===== src/rtl/mem_arbiter_pkg.sv =====
// ----------------------------------------------------------------------------
// mem_arbiter_pkg
//   Shared types and defaults for the instruction/data memory arbiter.
//   - arbState_t : arbiter FSM state (IDLE/ADDR/DATA), exposed on the debug port
//   - grant_t    : which requester currently owns the memory port
//   - DEFAULT_TIMEOUT / DEFAULT_CW : watchdog defaults
// ----------------------------------------------------------------------------
package mem_arbiter_pkg;

   typedef enum logic [1:0] {
      IDLE = 2'd0,
      ADDR = 2'd1,
      DATA = 2'd2
   } arbState_t;

   typedef enum logic [1:0] {
      NONE = 2'd0,
      GI   = 2'd1,
      GD   = 2'd2
   } grant_t;

   localparam int DEFAULT_TIMEOUT = 255;
   localparam int DEFAULT_CW      = 8;

   // True while a transaction owns the memory port.
   function automatic logic isBusy(arbState_t s);
      return (s == ADDR) || (s == DATA);
   endfunction

endpackage


===== src/rtl/mem_arbiter_wdog.sv =====
// ----------------------------------------------------------------------------
// arb_wdog
//   Transaction watchdog for mem_arbiter. Counts cycles spent by the current
//   transaction and flags the cycle in which the budget runs out.
//
//   Ports:
//     clk     in   clock
//     rst     in   asynchronous active-low reset
//     clear   in   restart the count (new transaction granted)
//     enable  in   a transaction is in progress this cycle
//     expire  out  this is the TIMEOUT-th busy cycle; the owner aborts at the
//                  coming edge so the abort is visible in the next cycle
// ----------------------------------------------------------------------------
module arb_wdog
   import mem_arbiter_pkg::*;
#(
   parameter int CW      = DEFAULT_CW,
   parameter int TIMEOUT = DEFAULT_TIMEOUT   // legal range 1 .. 2**CW-1
) (
   input  logic clk,
   input  logic rst,
   input  logic clear,
   input  logic enable,
   output logic expire
);

   // Expire is raised on the busy cycle that would make the count reach
   // TIMEOUT, so a transaction never occupies more than TIMEOUT busy cycles.
   localparam logic [CW-1:0] LAST = CW'(TIMEOUT - 1);

   logic [CW-1:0] count;

   always_ff @(posedge clk or negedge rst) begin
      if (!rst) begin
         count <= '0;
      end else if (clear) begin
         count <= '0;
      end else if (enable) begin
         count <= count + CW'(1);
      end
   end

   assign expire = enable && (count == LAST);

endmodule


===== src/rtl/mem_arbiter.sv =====
// ----------------------------------------------------------------------------
// mem_arbiter
//   Shares one SRAM-like memory port between the fetch requester (I) and the
//   memory-stage requester (D). One transaction in flight at a time, fixed
//   priority D > I, combinational pipeline stall, and a watchdog that aborts a
//   transaction the memory never finishes.
//
//   Handshakes:
//     Requester side: req is raised and held (with stable address/data) until
//     the matching ok pulse; ok is a single-cycle registered completion pulse
//     and rdata is updated in that same cycle for reads. A request whose ok is
//     high in the current cycle is not eligible for a new grant, so a held req
//     is re-granted one cycle after its ok.
//     Memory side: mem_req and all mem_* fields are registered and held until
//     mem_addr_ok is seen; completion is mem_data_ok (with mem_rdata), which may
//     coincide with mem_addr_ok. mem_data_ok outside a transaction is ignored.
//
//   Ports:
//     clk, rst                       clock, asynchronous active-low reset
//     inst_req/inst_addr             I request and address
//     inst_rdata/inst_ok             I read data (held) and completion pulse
//     data_req/data_wr/data_wstrb    D request, write flag, byte enables
//     data_addr/data_wdata           D address and write data
//     data_rdata/data_ok             D read data (held) and completion pulse
//     mem_req/mem_wr/mem_wstrb       registered memory request fields
//     mem_addr/mem_wdata
//     mem_addr_ok/mem_data_ok        memory address accept / completion
//     mem_rdata                      memory read data, valid with mem_data_ok
//     stall                          an unserved request is present
//     err                            one-cycle watchdog abort pulse
//     dbgState/dbgGrant              current FSM state and grant owner
// ----------------------------------------------------------------------------
module mem_arbiter
   import mem_arbiter_pkg::*;
#(
   parameter int AW      = 32,
   parameter int DW      = 32,
   parameter int TIMEOUT = DEFAULT_TIMEOUT,
   parameter int CW      = DEFAULT_CW
) (
   input  logic            clk,
   input  logic            rst,

   input  logic            inst_req,
   input  logic [AW-1:0]   inst_addr,
   output logic [DW-1:0]   inst_rdata,
   output logic            inst_ok,

   input  logic            data_req,
   input  logic            data_wr,
   input  logic [DW/8-1:0] data_wstrb,
   input  logic [AW-1:0]   data_addr,
   input  logic [DW-1:0]   data_wdata,
   output logic [DW-1:0]   data_rdata,
   output logic            data_ok,

   output logic            mem_req,
   output logic            mem_wr,
   output logic [DW/8-1:0] mem_wstrb,
   output logic [AW-1:0]   mem_addr,
   output logic [DW-1:0]   mem_wdata,
   input  logic            mem_addr_ok,
   input  logic            mem_data_ok,
   input  logic [DW-1:0]   mem_rdata,

   output logic            stall,
   output logic            err,

   output arbState_t       dbgState,
   output grant_t          dbgGrant
);

   arbState_t state;
   grant_t    grant;

   logic instElig;
   logic dataElig;
   logic grantNow;
   logic memDone;
   logic wdogExpire;
   logic wdogAbort;
   logic finishing;
   logic [DW-1:0] completeData;

   // A requester whose ok is pulsing this cycle is finishing, not asking again.
   assign instElig = inst_req & ~inst_ok;
   assign dataElig = data_req & ~data_ok;

   // Stall is purely combinational so the pipeline freezes in the same cycle
   // a request appears; it is held low while reset is asserted.
   assign stall = rst & (instElig | dataElig);

   assign grantNow = (state == IDLE) && (instElig || dataElig);

   // Completion needs the address phase accepted: either already in DATA, or
   // address and data accepted together in ADDR.
   assign memDone = ((state == DATA) && mem_data_ok) ||
                    ((state == ADDR) && mem_addr_ok && mem_data_ok);

   // A real completion in the expiry cycle wins over the abort.
   assign wdogAbort    = wdogExpire && !memDone;
   assign finishing    = memDone || wdogAbort;
   assign completeData = wdogAbort ? '0 : mem_rdata;

   arb_wdog #(
      .CW      (CW),
      .TIMEOUT (TIMEOUT)
   ) uWdog (
      .clk    (clk),
      .rst    (rst),
      .clear  (grantNow),
      .enable (isBusy(state)),
      .expire (wdogExpire)
   );

   always_ff @(posedge clk or negedge rst) begin
      if (!rst) begin
         state      <= IDLE;
         grant      <= NONE;
         mem_req    <= 1'b0;
         mem_wr     <= 1'b0;
         mem_wstrb  <= '0;
         mem_addr   <= '0;
         mem_wdata  <= '0;
         inst_ok    <= 1'b0;
         data_ok    <= 1'b0;
         err        <= 1'b0;
         inst_rdata <= '0;
         data_rdata <= '0;
      end else begin
         // Completion and abort indications are single-cycle pulses.
         inst_ok <= 1'b0;
         data_ok <= 1'b0;
         err     <= 1'b0;

         unique case (state)
            IDLE: begin
               if (dataElig) begin
                  grant     <= GD;
                  mem_req   <= 1'b1;
                  mem_wr    <= data_wr;
                  mem_wstrb <= data_wstrb;
                  mem_addr  <= data_addr;
                  mem_wdata <= data_wdata;
                  state     <= ADDR;
               end else if (instElig) begin
                  // Fetches are always reads with no byte lanes enabled.
                  grant     <= GI;
                  mem_req   <= 1'b1;
                  mem_wr    <= 1'b0;
                  mem_wstrb <= '0;
                  mem_addr  <= inst_addr;
                  mem_wdata <= '0;
                  state     <= ADDR;
               end
            end

            ADDR, DATA: begin
               if (finishing) begin
                  mem_req <= 1'b0;
                  state   <= IDLE;
                  grant   <= NONE;
                  err     <= wdogAbort;
                  if (grant == GD) begin
                     data_ok <= 1'b1;
                     // Writes leave the last read value untouched.
                     if (!mem_wr) begin
                        data_rdata <= completeData;
                     end
                  end else if (grant == GI) begin
                     inst_ok    <= 1'b1;
                     inst_rdata <= completeData;
                  end
               end else if ((state == ADDR) && mem_addr_ok) begin
                  mem_req <= 1'b0;
                  state   <= DATA;
               end
            end

            default: begin
               state   <= IDLE;
               grant   <= NONE;
               mem_req <= 1'b0;
            end
         endcase
      end
   end

   assign dbgState = state;
   assign dbgGrant = grant;

endmodule


===== config.mk =====
export PLATFORM = sky130hd
export DESIGN_NAME = mem_arbiter
export DESIGN_NICKNAME = d
export VERILOG_FILES = /design/src/rtl/mem_arbiter_pkg.sv /design/src/rtl/mem_arbiter_wdog.sv /design/src/rtl/mem_arbiter.sv
export SDC_FILE = /design/constraint.sdc
export NUM_CORES = 1
export LEC_CHECK = 0
export BUFFER_PORTS_ARGS = -buffer_cell sky130_fd_sc_hd__buf_2
export CAP_MARGIN = 15
export CORE_MARGIN = 1
export CORE_UTILIZATION = 40
export CTS_CLUSTER_DIAMETER = 120
export DETAILED_ROUTE_END_ITERATION = 7
export GPL_TIMING_DRIVEN = 0
export PLACE_DENSITY = 0.74
export RECOVER_POWER = 100
export SKIP_LAST_GASP = 1
export SLEW_MARGIN = 5
export SYNTH_ARGS = -nofsm -noshare
export SYNTH_HDL_FRONTEND = slang
export SYNTH_HIERARCHICAL = 1
export SYNTH_SLANG_ARGS = --single-unit

===== constraint.sdc =====
create_clock -name clk -period 3.8 [get_ports clk]
set_clock_uncertainty 0.15 [all_clocks]
set_input_delay 1.14 -clock clk [delete_from_list [all_inputs] [get_ports clk]]
set_output_delay 1.14 -clock clk [all_outputs]
set_load 0.005 [all_outputs]

== Yosys cells after proc, flatten, opt, wreduce, memory -nomap -nowiden ==
Cells that the tools add are included.

* Reduce and logical (&&, ||, !) cells: 20
* Multiplexer cells: 33
* Bitwise operators: 8
* Add/subtract/negate cells: 1
* Equal/unequal tests: 8

{| class="wikitable"
|+ Operators with widths
! operator !! count
|-
| $mux 32 || 5
|-
| $mux 8 || 2
|-
| $mux 1 || 15
|-
| $mux 2 || 6
|-
| $add 8x1->8 const B || 1
|-
| $eq 8x8->1 const B || 1
|-
| $mux 4 || 2
|-
| $pmux 2 s2 || 2
|-
| $reduce_and 4->1 || 2
|-
| $logic_and 1x1->1 || 6
|-
| $ne 3x3->1 const B || 2
|-
| $reduce_and 2->1 || 3
|-
| $eq 2x1->1 const B || 2
|-
| $eq 2x2->1 const B || 2
|-
| $logic_or 1x1->1 || 4
|-
| $not 1->1 || 4
|-
| $reduce_bool 2->1 || 2
|-
| $and 1x1->1 || 3
|-
| $logic_not 2->1 || 1
|-
| $ne 2x2->1 const B || 1
|-
| $pmux 1 s2 || 1
|-
| $reduce_or 2->1 || 1
|-
| $logic_not 1->1 || 1
|-
| $or 1x1->1 || 1
|}

* Output and inout bits: 142
* Word-level logic and storage cells: 83
* Input port bits: 139
* Register bits after elaboration: 149

== Longest topological paths before layout ==
* Depth in word-level cells: 9
* Depth in mapped cells: 9
* Gate-level depth less buffers: 8

== Hierarchy ==
Netlist, hierarchy kept.

{| class="wikitable"
|+ Modules (own cells, without submodules)
! module !! area each (µm²) !! instances !! cells an instance
|-
| mem_arbiter || 5541.6 || 1 || 413
|-
| arb_wdog || 411.6 || 1 || 41
|}

== Least setup slack after synthesis ==
No wires, ideal clock.

* Path type: input to output
* Start: input port data_req
* End: output port stall
* Path buffers: 0
* Stages on the path: 3
* Setup slack: 794 ps
* Arrival: 1716 ps
* Data required time: 2510 ps
* Path through: nor2b_1 > or2_2 > and2_1

* Word-level cells in the longest chain between the ends: 3

{| class="wikitable"
|+ RTL lines
! what !! line !! source
|-
| from (decl) || mem_arbiter.sv:49 || <nowiki>input logic data_req,</nowiki>
|-
| $and 1x1->1 || mem_arbiter.sv:87 || <nowiki>assign dataElig = data_req & ~data_ok;</nowiki>
|-
| $or 1x1->1 || mem_arbiter.sv:91 || <nowiki>assign stall = rst & (instElig | dataElig);</nowiki>
|-
| $and 1x1->1 || mem_arbiter.sv:91 ||
|-
| to (decl) || mem_arbiter.sv:66 || <nowiki>output logic stall,</nowiki>
|}

No other way between the ends.

== Final worst setup path ==
* Start: input port rst
* End: output port stall

* Word-level cells in the longest chain between the ends: 1

{| class="wikitable"
|+ RTL lines
! what !! line !! source
|-
| from (decl) || mem_arbiter.sv:42 || <nowiki>input logic rst,</nowiki>
|-
| $and 1x1->1 || mem_arbiter.sv:91 ||
|}

No other way between the ends.

==> run metrics <==
EDFF count, synth=0; Area contributors post-synth=dfrtp_1 (62%), a22o_1 (10%), mux2i_1 (5.5%); Synth top cells by count=dfrtp_1 (148), a22o_1 (70), nand2_1 (39); Worst EP required=2510 ps; Net Count, Synth=598; worst ir drop on vdd=0.356 mV; Syn Area/Cell=13.1 um^2; core area=14,500 um^2; Inserted Diodes=0; area growth from synthesis to layout=34.5%; Max Cap Violations=0; CP max FO=70; GR peak layer=met2; die width=124 um; count leader, synth=dfrtp_1; Crit path arrival time=2000 ps; count of different cell masters after synthesis=36; main flop type after synthesis=dfrtp_1; met2 Usage GRT=34.9%; largest net degree at the start of global routing=81; Design Area, Final=8010 um^2; # clock sinks=148; Gates resized, CTS repair=0; Final Hold Fails=0; cell taking the most area after synthesis=dfrtp_1; CTS Buf Count=17; outcome=complete, no violations; # H-tree levels=4; gate count of the mapped netlist=454; final core utilization=55.1%; postcts setup bufs=0; Synth Area in XOR/XNOR=0.588%; mux cell area share after synthesis=5.55%; Rows=44; Die Y=124 um; initial DRC count=165; pwr/cell area=829 nW/um^2; CP Launch Type=input port; Total GRT Usage=20.4%; type of the worst min-delay path=reg2reg; Synth Area in Adders=1.05%; gr ovfl total=0; endpoints failing setup=0; placed standard-cell area=7620 um^2; PortBufs=280; via count=4,999; top-area cell type share of the netlist area=62.2%; Tmin final=3290 ps; Crit Path Class=in2out; share of cells above drive strength 1=29.1%; vias in the first global route=4,820; Yosys Warn Count=6; First-pass DRT Iterations=4; met1 GRT Util=23.9%; dpl hpwl=12,100 um; pin slew with the least headroom to its limit=649 ps; maximum clock path buffer count=2; GPL Wtd Cong=0.787; routed wire length=16,100 um; initial antenna violation count=0; flop and latch count out of synthesis=148; sequential share of the synthesized area=62.2%; Clk Latency, worst-skew pair=410 ps; global routing usage on met3=5.77%; largest family of logic cells by synthesized area=compound AO/OA/AOI/OAI gates; initial core utilization=41.0%; Cells after DPL=919; period utilization=86.5%; Cell Count, Final, Fillers Out=950; Synth Cell Area=5950 um^2; post-place setup slack=491 ps; die area=15,400 um^2; CTS Hold Bufs=0; Slew headroom=56.7%; final total power=6.64 mW; Clock Tree Root=clkbuf_16; # DRC=0; nets=898; Setup crit end kind=output port; Slew Viols, Final=0; asr flop ratio synth=100%; CTS clk-pin slew, worst paths=60 ps; CTS tree=done; first-pass GRT wire length=23,800 um; RSZ-0062 raised after global routing=false; number of placed I/O pins=281; PnR worst setup slack=515 ps; vias per cell=5.26; simple-gate share of the synthesized area=5.51%; Lkg Pwr=3.96 nW; Wirelength per Cell=17.0 um; antenna viol nets, final=0; post-synthesis compound-gate area fraction=20.6%; Max Freq=304 MHz
[final cells by class]
class                      count  area (um^2)
timing repair buffer         281         1300
tap                          184          230
clock buffer                  18          429
inverter                       7         26.3
sequential                   148         3700
multi-input combinational    261         1960
clock inverter                13          175
fill                        1294         6530
buffer                        38          181
[critical path: stages]
cell,delay (ps)
buf_6,490
and2_1,210
clkbuf_1,130
[routing by layer]
metal | part of all wire, % | vias up
met1 | 41 | 2453
li1 | - | 2302
met3 | 7.5 | 17
met2 | 50 | 227
met5 | 0 | -
met4 | 1.7 | 0
[power by group]
part | switching (mW) | internal (mW) | leakage (nW)
sequential | 0.441 | 2.28 | 1.91
combinational | 1.17 | 1.04 | 1.77
clock | 0.676 | 1.04 | 0.282
[kinds of logic after synthesis]
kind of cell | Yosys count
flip-flops | 148
adder cells (fa/ha/maj) | 5
AND/OR/NAND/NOR | 67
multiplexers | 33
XOR/XNOR | 4
AO/OA/AOI/OAI | 152
buffers and inverters | 45
[state kept, by name, summed over array words and instances, names as in the netlist]
signal,cells
mem_wr,1
uWdog/count,8
mem_addr,32
err,1
mem_wdata,32
dbgState,2
data_rdata,32
mem_wstrb,4
inst_rdata,32
inst_ok,1
data_ok,1
dbgGrant,2
[worst paths after layout]
check | startpoint | to | slack [ps] | depth (start not counted)
hold reg to reg | mem_addr[25] | mem_addr[25] | 330 | 2
hold / removal | mem_addr[25] | mem_addr[25] | 330 | 2
setup reg to reg | dbgState[0] | data_rdata[24] | 940 | 8
max in group asynchronous | rst | mem_wdata[4] | 2110 | 2
setup / recovery | rst | stall | 510 | 3
min in group asynchronous | rst | data_rdata[8] | 590 | 1
[cell usage in the layout (no fill, tap or decap), types with 4 or more instances in the layout]
cell type	n
ha_1	5
buf_4	4
clkinvlp_4	4
inv_1	7
nor2_1	8
o21ai_0	37
clkbuf_16	17
mux2i_1	33
a21oi_1	5
a22o_1	70
dfrtp_1	148
a32o_1	32
buf_2	181
or3_1	4
nand2_1	39
clkbuf_1	131
[metrics by stage]
step	TNS [ps]	hold slack [ps]
after floorplan	0	323
after global placement	-80500	309
after detailed placement	0	325
after CTS	0	339
after global routing	0	346
final	0	332
No activity file was read; power rests on OpenSTA's default activity.
